===== config.mk =====
export PLATFORM = sky130hd
export DESIGN_NAME = bw_col_encoder
export DESIGN_NICKNAME = d
export VERILOG_FILES = /design/src/rtl/bfedp_pkg.sv /design/src/rtl/bw_plane_pick4.sv /design/src/rtl/bw_col_encoder.sv
export SDC_FILE = /design/constraint.sdc
export NUM_CORES = 1
export LEC_CHECK = 0
export BUFFER_PORTS_ARGS = -buffer_cell sky130_fd_sc_hd__buf_2
export CAP_MARGIN = 30
export CORE_UTILIZATION = 60
export CTS_BUF_LIST = sky130_fd_sc_hd__clkbuf_16
export CTS_CLUSTER_DIAMETER = 100
export DETAILED_ROUTE_END_ITERATION = 8
export MAX_ROUTING_LAYER = met4
export PLACE_DENSITY = 0.8
export SLEW_MARGIN = 15
export SYNTH_ARGS = -nofsm -noshare
export SYNTH_HDL_FRONTEND = slang
export SYNTH_SLANG_ARGS = --single-unit

===== constraint.sdc =====
create_clock -name clk -period 2 [get_ports clk]
set_input_delay 0.3 -clock clk [delete_from_list [all_inputs] [get_ports clk]]
set_output_delay 0.3 -clock clk [all_outputs]
set_load 0.05 [all_outputs]

===== src/rtl/bfedp_pkg.sv =====
// Shared constants and state type for the bit-sparse dot-product front end.
// Latency: n/a (package only).
// Backpressure: n/a (package only).
package bfedp_pkg;

  localparam int NUM_W      = 8;  // weights per group, one per bFEDP activation lane
  localparam int NUM_COLS   = 4;  // bit-plane slots per output beat
  localparam int OFF_W      = 3;  // bits per shift offset
  localparam int MAG_W      = 7;  // sign-magnitude magnitude width
  localparam int NUM_PLANES = 7;  // magnitude bit-planes per weight

  typedef enum logic [1:0] {
    EMPTY = 2'd0,
    P0    = 2'd1,
    P1    = 2'd2
  } enc_state_e;

endpackage


===== src/rtl/bw_plane_pick4.sv =====
// Picks the four lowest set bit-plane indices of a 7-bit mask, ascending.
// Latency: combinational.
// Backpressure: none; pure function of the mask.
module bw_plane_pick4
  import bfedp_pkg::*;
(
  input  logic [NUM_PLANES-1:0]     mask,
  output logic [NUM_COLS*OFF_W-1:0] idx,      // slot s index at [3s+2:3s], 0 when slot unused
  output logic [NUM_COLS-1:0]       idx_vld,  // slot s holds a real plane
  output logic [NUM_PLANES-1:0]     resid     // set planes not picked into any slot
);

  // Walk planes from LSB up, filling slots in order until four are taken.
  always_comb begin
    int cnt;
    idx     = '0;
    idx_vld = '0;
    resid   = mask;
    cnt     = 0;
    for (int b = 0; b < NUM_PLANES; b++) begin
      if (mask[b] && (cnt < NUM_COLS)) begin
        idx[cnt*OFF_W +: OFF_W] = OFF_W'(b);
        idx_vld[cnt]            = 1'b1;
        resid[b]                = 1'b0;
        cnt                     = cnt + 1;
      end
    end
  end

endmodule


===== src/rtl/bw_col_encoder.sv =====
// Int8 weight group -> sign-magnitude bit-plane columns, 1 or 2 beats per group.
// Latency: 1 cycle from input accept to beat 0; beat 1 (if any) follows directly.
// Backpressure: outputs hold while out_valid & !out_ready; in_ready only when empty or last beat leaves.
// Optional BWENC_STATS_EN adds stat_groups / stat_passes counters.
module bw_col_encoder
  import bfedp_pkg::*;
(
  input  logic        clk,
  input  logic        rstn,
  input  logic        in_valid,
  output logic        in_ready,
  input  logic [63:0] in_weights,
  output logic        out_valid,
  input  logic        out_ready,
  output logic [7:0]  weight_column0,
  output logic [7:0]  weight_column1,
  output logic [7:0]  weight_column2,
  output logic [7:0]  weight_column3,
  output logic [7:0]  weight_sign,
  output logic [11:0] shift_offset,
  output logic        out_first,
  output logic        out_last
`ifdef BWENC_STATS_EN
  ,
  output logic [31:0] stat_groups,
  output logic [31:0] stat_passes
`endif
);

  // ---------------- input conversion ----------------
  logic [NUM_W-1:0]                 sign_c;
  logic [NUM_W-1:0][MAG_W-1:0]      mag_c;
  logic [NUM_PLANES-1:0]            mask_c;
  logic [NUM_PLANES-1:0][NUM_W-1:0] plane_c;

  // Sign-magnitude conversion, plane mask and bit-plane transpose of the incoming group.
  always_comb begin
    logic [7:0] w;
    sign_c  = '0;
    mag_c   = '0;
    mask_c  = '0;
    plane_c = '0;
    w       = '0;
    for (int k = 0; k < NUM_W; k++) begin
      w         = in_weights[8*k +: 8];
      sign_c[k] = w[7];
      if (w == 8'h80)
        mag_c[k] = 7'h7F;            // -128 has no 7-bit magnitude; saturate
      else if (w[7])
        mag_c[k] = 7'(8'd0 - w);
      else
        mag_c[k] = w[6:0];
      mask_c = mask_c | mag_c[k];
    end
    for (int b = 0; b < NUM_PLANES; b++)
      for (int k = 0; k < NUM_W; k++)
        plane_c[b][k] = mag_c[k][b];
  end

  // ---------------- plane selection ----------------
  logic [NUM_COLS*OFF_W-1:0] idx0, idx1;
  logic [NUM_COLS-1:0]       vld0, vld1;
  logic [NUM_PLANES-1:0]     resid0;
  logic [NUM_PLANES-1:0]     resid1_unused;  // at most 7 planes, so always empty

  bw_plane_pick4 u_pick0 (
    .mask    (mask_c),
    .idx     (idx0),
    .idx_vld (vld0),
    .resid   (resid0)
  );

  bw_plane_pick4 u_pick1 (
    .mask    (resid0),
    .idx     (idx1),
    .idx_vld (vld1),
    .resid   (resid1_unused)
  );

  logic [NUM_COLS-1:0][NUM_W-1:0] b0_col_c, b1_col_c;
  logic                           two_beat_c;

  // Fill each beat's slots with the selected planes; unused slots stay zero.
  // The picker already drives 0 for unused offsets, so idx feeds shift_offset directly.
  always_comb begin
    b0_col_c = '0;
    b1_col_c = '0;
    for (int s = 0; s < NUM_COLS; s++) begin
      if (vld0[s]) b0_col_c[s] = plane_c[idx0[s*OFF_W +: OFF_W]];
      if (vld1[s]) b1_col_c[s] = plane_c[idx1[s*OFF_W +: OFF_W]];
    end
    two_beat_c = |resid0;
  end

  // ---------------- FSM, hold and output registers ----------------
  enc_state_e                     state_q, state_d;
  logic [NUM_COLS-1:0][NUM_W-1:0] col_q, col_d;
  logic [NUM_COLS*OFF_W-1:0]      off_q, off_d;
  logic [NUM_W-1:0]               sign_q, sign_d;
  logic                           first_q, first_d;
  logic                           last_q, last_d;
  logic [NUM_COLS-1:0][NUM_W-1:0] hcol_q, hcol_d;   // pass-1 columns waiting behind beat 0
  logic [NUM_COLS*OFF_W-1:0]      hoff_q, hoff_d;

  logic out_hs, accept;

  assign out_valid = (state_q != EMPTY);
  assign out_hs    = out_valid & out_ready;
  assign in_ready  = (state_q == EMPTY) | (out_hs & last_q);
  assign accept    = in_valid & in_ready;

  // Next state and next beat: a new group loads beat 0 and parks pass 1 in the hold regs.
  always_comb begin
    state_d = state_q;
    col_d   = col_q;
    off_d   = off_q;
    sign_d  = sign_q;
    first_d = first_q;
    last_d  = last_q;
    hcol_d  = hcol_q;
    hoff_d  = hoff_q;
    if (accept) begin
      state_d = P0;
      col_d   = b0_col_c;
      off_d   = idx0;
      sign_d  = sign_c;
      first_d = 1'b1;
      last_d  = ~two_beat_c;
      hcol_d  = b1_col_c;
      hoff_d  = idx1;
    end else if (out_hs) begin
      if (!last_q) begin
        state_d = P1;
        col_d   = hcol_q;
        off_d   = hoff_q;
        first_d = 1'b0;
        last_d  = 1'b1;
      end else begin
        state_d = EMPTY;
      end
    end
  end

  // State and datapath registers; reset discards any group in flight.
  always_ff @(posedge clk or negedge rstn) begin
    if (!rstn) begin
      state_q <= EMPTY;
      col_q   <= '0;
      off_q   <= '0;
      sign_q  <= '0;
      first_q <= 1'b0;
      last_q  <= 1'b0;
      hcol_q  <= '0;
      hoff_q  <= '0;
    end else begin
      state_q <= state_d;
      col_q   <= col_d;
      off_q   <= off_d;
      sign_q  <= sign_d;
      first_q <= first_d;
      last_q  <= last_d;
      hcol_q  <= hcol_d;
      hoff_q  <= hoff_d;
    end
  end

  assign weight_column0 = col_q[0];
  assign weight_column1 = col_q[1];
  assign weight_column2 = col_q[2];
  assign weight_column3 = col_q[3];
  assign weight_sign    = sign_q;
  assign shift_offset   = off_q;
  assign out_first      = first_q;
  assign out_last       = last_q;

`ifdef BWENC_STATS_EN
  logic [31:0] stat_groups_q, stat_groups_d;
  logic [31:0] stat_passes_q, stat_passes_d;

  // Free-running, wrapping counts of accepted groups and emitted beats.
  always_comb begin
    stat_groups_d = stat_groups_q + {31'd0, accept};
    stat_passes_d = stat_passes_q + {31'd0, out_hs};
  end

  // Counter registers.
  always_ff @(posedge clk or negedge rstn) begin
    if (!rstn) begin
      stat_groups_q <= '0;
      stat_passes_q <= '0;
    end else begin
      stat_groups_q <= stat_groups_d;
      stat_passes_q <= stat_passes_d;
    end
  end

  assign stat_groups = stat_groups_q;
  assign stat_passes = stat_passes_q;
`endif

endmodule


==> results of run 1 <==
cell usage after synthesis (22+ instances only):
master | count | share of area [%]
nand2_1 | 265 | 7.1
nor2_1 | 138 | 3.7
a21oi_1 | 103 | 3.7
dfrtp_1 | 100 | 18
inv_1 | 95 | 2.6
o21ai_0 | 95 | 3.4
clkbuf_1 | 87 | 2.3
ha_1 | 86 | 7.7
mux2i_1 | 67 | 4.8
a211oi_1 | 43 | 2.3
nor2b_1 | 42 | 1.9
nor3_1 | 39 | 1.4
nand3_1 | 35 | 1.3
o211ai_1 | 34 | 1.8
and2_1 | 33 | 1.5
a31oi_1 | 26 | 1.2
xor2_1 | 25 | 1.6
nand4_1 | 24 | 1.1
xnor2_1 | 24 | 1.5
buf_2 | 23 | 0.83
o22ai_1 | 22 | 0.99
o31ai_1 | 22 | 1.2
logic make-up after synthesis:
family,share of synthesized area [%]
buffers and inverters,6.37
adder cells (fa/ha/maj),8.45
AND/OR/NAND/NOR,26.1
other,0.0539
flip-flops,18.0
XOR/XNOR,3.60
AO/OA/AOI/OAI,29.4
multiplexers,8.08
per-layer routing:
layer	overflow	GRT usage [%]
met2	198	99.0
met5	-	-
met3	28	72.9
met4	99	85.9
met1	12	84.1
through the flow:
stage / utilization [%] / instances / cell area [um2] / hold slack, ns
after floorplan: - / 1868 / 14500 / 0.00441
after global placement: 86.4 / 2757 / 19600 / 0.409
after detailed placement: 86.4 / 2757 / 19600 / 0.406
after CTS: 91.3 / 2804 / 20700 / 0.0176
what timing repair did:
| action | CTS |
|---|---|
| pin swaps | 38 |
| endpoints found under the setup margin | 89 |
| buffers inserted | 26 |
| resized for setup | 120 |
| cloned | 6 |
==> impl_metrics.json, run 1 <==
{
  "top_level_ports": 124,
  "async_reset_ff_share_pct": 100,
  "synth_edf_count": 0,
  "ys_seq_elements": 100,
  "yosysUniqueCellTypes": 111,
  "syn_area_um2": 13900,
  "grt_pass1_wl_um": 154000,
  "clockRootBuffer": "clkbuf_16",
  "grt_max_degree": 101,
  "syn_inst": 1862,
  "grt_pass1_vias": 24900,
  "die_x_um": 154,
  "die_y_um": 154,
  "run_status": "aborted with a tool error",
  "pre_cts_ws_ns": -7.15,
  "cts.sinks": 100,
  "dp_hpwl_um": 51200,
  "numCtsBuffers": 9,
  "htreeDepth": 3,
  "yosys_warnings": 0,
  "error": "[ERROR GRT-0116] Global routing finished with congestion. Check the congestion regions in the DRC Viewer.",
  "ys_seq_area_share_pct": 18.0,
  "synth_area_per_cell_um2": 7.48,
  "grt_overflow_total": 337,
  "gp_congestion": 1.21,
  "start_util_pct": 61.3,
  "port_buffers": 123,
  "cts.path.max_buffers": 2,
  "rows": 55,
  "grtUsageTotal_pct": 86.2,
  "cts_hold_buf": 0,
  "lastStage": "5_1_grt",
  "synthFlopType": "dfrtp_1"
}
==> run 2, diff against run 1 <==
--- a/config.mk
+++ b/config.mk
@@ -7,12 +7,9 @@
 export LEC_CHECK = 0
 export BUFFER_PORTS_ARGS = -buffer_cell sky130_fd_sc_hd__buf_2
 export CAP_MARGIN = 30
-export CORE_UTILIZATION = 60
-export CTS_BUF_LIST = sky130_fd_sc_hd__clkbuf_16
-export CTS_CLUSTER_DIAMETER = 100
+export CORE_UTILIZATION = 40
 export DETAILED_ROUTE_END_ITERATION = 8
-export MAX_ROUTING_LAYER = met4
-export PLACE_DENSITY = 0.8
+export PLACE_DENSITY_LB_ADDON = 0.15
 export SLEW_MARGIN = 15
 export SYNTH_ARGS = -nofsm -noshare
 export SYNTH_HDL_FRONTEND = slang
==> impl_metrics.json, run 2 <==
{
  "synthAdderAreaFrac_pct": 8.45,
  "dr.pass1.iters": 8,
  "rsz0062_at_grt": "yes",
  "worstPathArrival_ns": 8.73,
  "synthSimpleGateAreaFrac_pct": 26.1,
  "grt_overflow_total": 0,
  "antenna_found_initial": 0,
  "highest_layer": "met4",
  "ys_top_cells_by_count": "265 x nand2_1, 138 x nor2_1, 103 x a21oi_1, 100 x dfrtp_1",
  "clk_pin_slew_ns": 0.08,
  "synth_top_family_by_area": "compound AO/OA/AOI/OAI gates",
  "port_buffers": 123,
  "cts_tree": "built",
  "yosysTopAreaCell": "dfrtp_1",
  "drv_cap": 0,
  "fin_crit_ns": 8.49,
  "syn_inst": 1862,
  "p_per_area_nw_per_um2": 728,
  "relSlewSlack_pct": 53.6,
  "wirelength_um": 75700,
  "num_vias": 18900,
  "area_growth_pct": 67.6,
  "synth_mux_area_share_pct": 8.08,
  "slew_viol_final": 0,
  "post_layout_nonfiller_instances": 3084,
  "final_cell_mix": "614 x buf_4, 241 x nand2_1, 119 x nor2_1",
  "yosys_warnings": 0,
  "dpl.cell_count": 2981,
  "syn_area_um2": 13900,
  "grt_max_degree": 38,
  "synthFlopType": "dfrtp_1",
  "setup_ws_ns": -6.49,
  "cpPeakStageDelay_ns": 0.53,
  "power.static_leakage_nw": 10.8,
  "routed-wl-met3_um": 7640,
  "final_common_cell": "buf_4",
  "violations": "setup timing",
  "n_antenna_cell": 0,
  "post_drt_wl_per_cell_um": 24.5,
  "dp_hpwl_um": 57000,
  "dr_wl_met2_um": 32600,
  "critical-path-top-delay-family": "simple AND/OR/NAND/NOR gates",
  "die_y_um": 189,
  "numCtsBuffers": 9,
  "synth-xor-area-share_pct": 3.60,
  "synthTopCellsByArea": "dfrtp_1 18%, ha_1 7.7%, nand2_1 7.1%",
  "fin_crit_sh_pct": 424,
  "drcViolationCount": 0,
  "post-route-util_pct": 68.9,
  "finalHoldViolations": 0,
  "viasPerCell": 6.13,
  "clockRootBuffer": "clkbuf_16",
  "cpMostUsedCell": "ha_4",
  "grt_pass1_vias": 18200,
  "path_buf_inv": 7,
  "num-nets-final": 2791,
  "run_status": "complete, but fails checks",
  "start_util_pct": 41.1,
  "largest-register": "hcol_q",
  "htreeDepth": 3,
  "synth_area_per_cell_um2": 7.48,
  "async_reset_ff_share_pct": 100,
  "design.core.area_um2": 33900,
  "antenna_left": 0,
  "top_level_ports": 124,
  "cp_slowest_cell": "or4b_4",
  "grtUsageTotal_pct": 40.6,
  "ys_seq_area_share_pct": 18.0,
  "synth_edf_count": 0,
  "crit_type": "input port to register",
  "synth_most_common_cell": "nand2_1",
  "synth_top_area_share_pct": 18.0,
  "first_iter_violations": 2040,
  "critPathCaptureType": "register",
  "clkLatencyLatePin_ns": 0.38,
  "max_freq_mhz": 118,
  "layout-drive-gt1-share_pct": 46.3,
  "tightest_slew_ns": 0.695,
  "grt_pass1_wl_um": 110000,
  "gp_congestion": 1.03,
  "ys_seq_elements": 100,
  "pre_cts_ws_ns": -7.00,
  "largest_reg_flops": 32,
  "die_x_um": 189,
  "worst_ir_drop_vdd_v": 0.000806,
  "cts.path.max_buffers": 2,
  "setup_violations": 89,
  "fin_worst_skew_ns": 0.0138,
  "fin_setup_tns_ns": -507.65,
  "cts.sinks": 100,
  "hold_path.class": "input port to register",
  "rows": 67,
  "synth_compound_area_share_pct": 29.4,
  "yosysUniqueCellTypes": 111,
  "m1WireLength_um": 31100,
  "die_area_um2": 35600,
  "start_kind": "input port",
  "required_ns": 2.24,
  "crit_fanout": 7
}
[run 2: cell counts after synthesis]
Identical to the previous run, type by type.
[run 2: layout make-up]
type                       count  area [um2]
fill                        2785       10500
timing repair buffer         871        7310
clock inverter                 6        56.3
tap                          448         561
sequential                   100        2500
multi-input combinational   1550       12300
inverter                     100         399
clock buffer                   9         225
[run 2: worst paths after layout]
kind                       slack [ns]  cells after the start      startpoint                 to
max reg2reg                     -0.16                     11      state_q[1]  weight_column3[0]
max                             -6.49                     46  in_weights[11]  weight_column0[2]
max in group asynchronous        0.94                      3            rstn     weight_sign[3]
min in group asynchronous        0.42                      2            rstn    shift_offset[1]
min                              0.18                      2       out_ready         state_q[1]
min reg2reg                      0.48                      2  weight_sign[4]     weight_sign[4]
[run 2: worst reg2reg max path: cells and delay by family, from the launching register on]
family                 cells  cell delay (ns)
AND/OR/NAND/NOR            5             0.84
flip-flops                 1             0.38
buffers and inverters      4             0.51
AO/OA/AOI/OAI              2             0.37
[run 2: logic make-up (layout without fill, tap and decap cells)]
logic type	after synthesis	in the layout
xor+xnor	52	52
mux	99	99
buf+inv	221	986
simple gates	722	725
fa+ha+maj	91	91
other cells	2	8
flops	100	100
compound gates	575	575
[run 2: where the power goes]
| part | leakage [nW] | switching, W | total, W | internal, W |
|---|---|---|---|---|
| Combinational | 9.43 | 0.00701 | 0.0114 | 0.00443 |
| Clock | 0.136 | 0.000985 | 0.00185 | 0.000869 |
| Sequential | 1.23 | 0.000733 | 0.00370 | 0.00296 |
| Total | 10.8 | 0.00873 | 0.0170 | 0.00826 |
[run 2: routing by layer]
layer	up-vias	GRT usage, %
met5	-	0
met4	0	20.7
met3	267	8.03
met2	1143	61.5
met1	9030	54.6
li1	8475	-
[run 2: timing repair]
item | CTS | global route
pin swaps | 136 | 104
buffers inserted | 48 | 49
setup endpoints to repair | 89 | 89
gates cloned | 10 | 4
hold buffers | 1 | 0
endpoints found under the hold margin | 27 | 0
gates resized for setup | 240 | 179
[run 2: stage by stage]
| step | cell area (um2) | hold slack [ns] | total power [W] |
|---|---|---|---|
| after floorplan | 14500 | 0.00441 | 0.00932 |
| after global placement | 20500 | 0.295 | 0.0135 |
| after detailed placement | 20500 | 0.293 | 0.0136 |
| after CTS | 22300 | 0.178 | 0.0161 |
| after global routing | 23300 | 0.203 | 0.0176 |
| final | 23300 | 0.181 | 0.0170 |
Power figures use the tool's default switching activity.
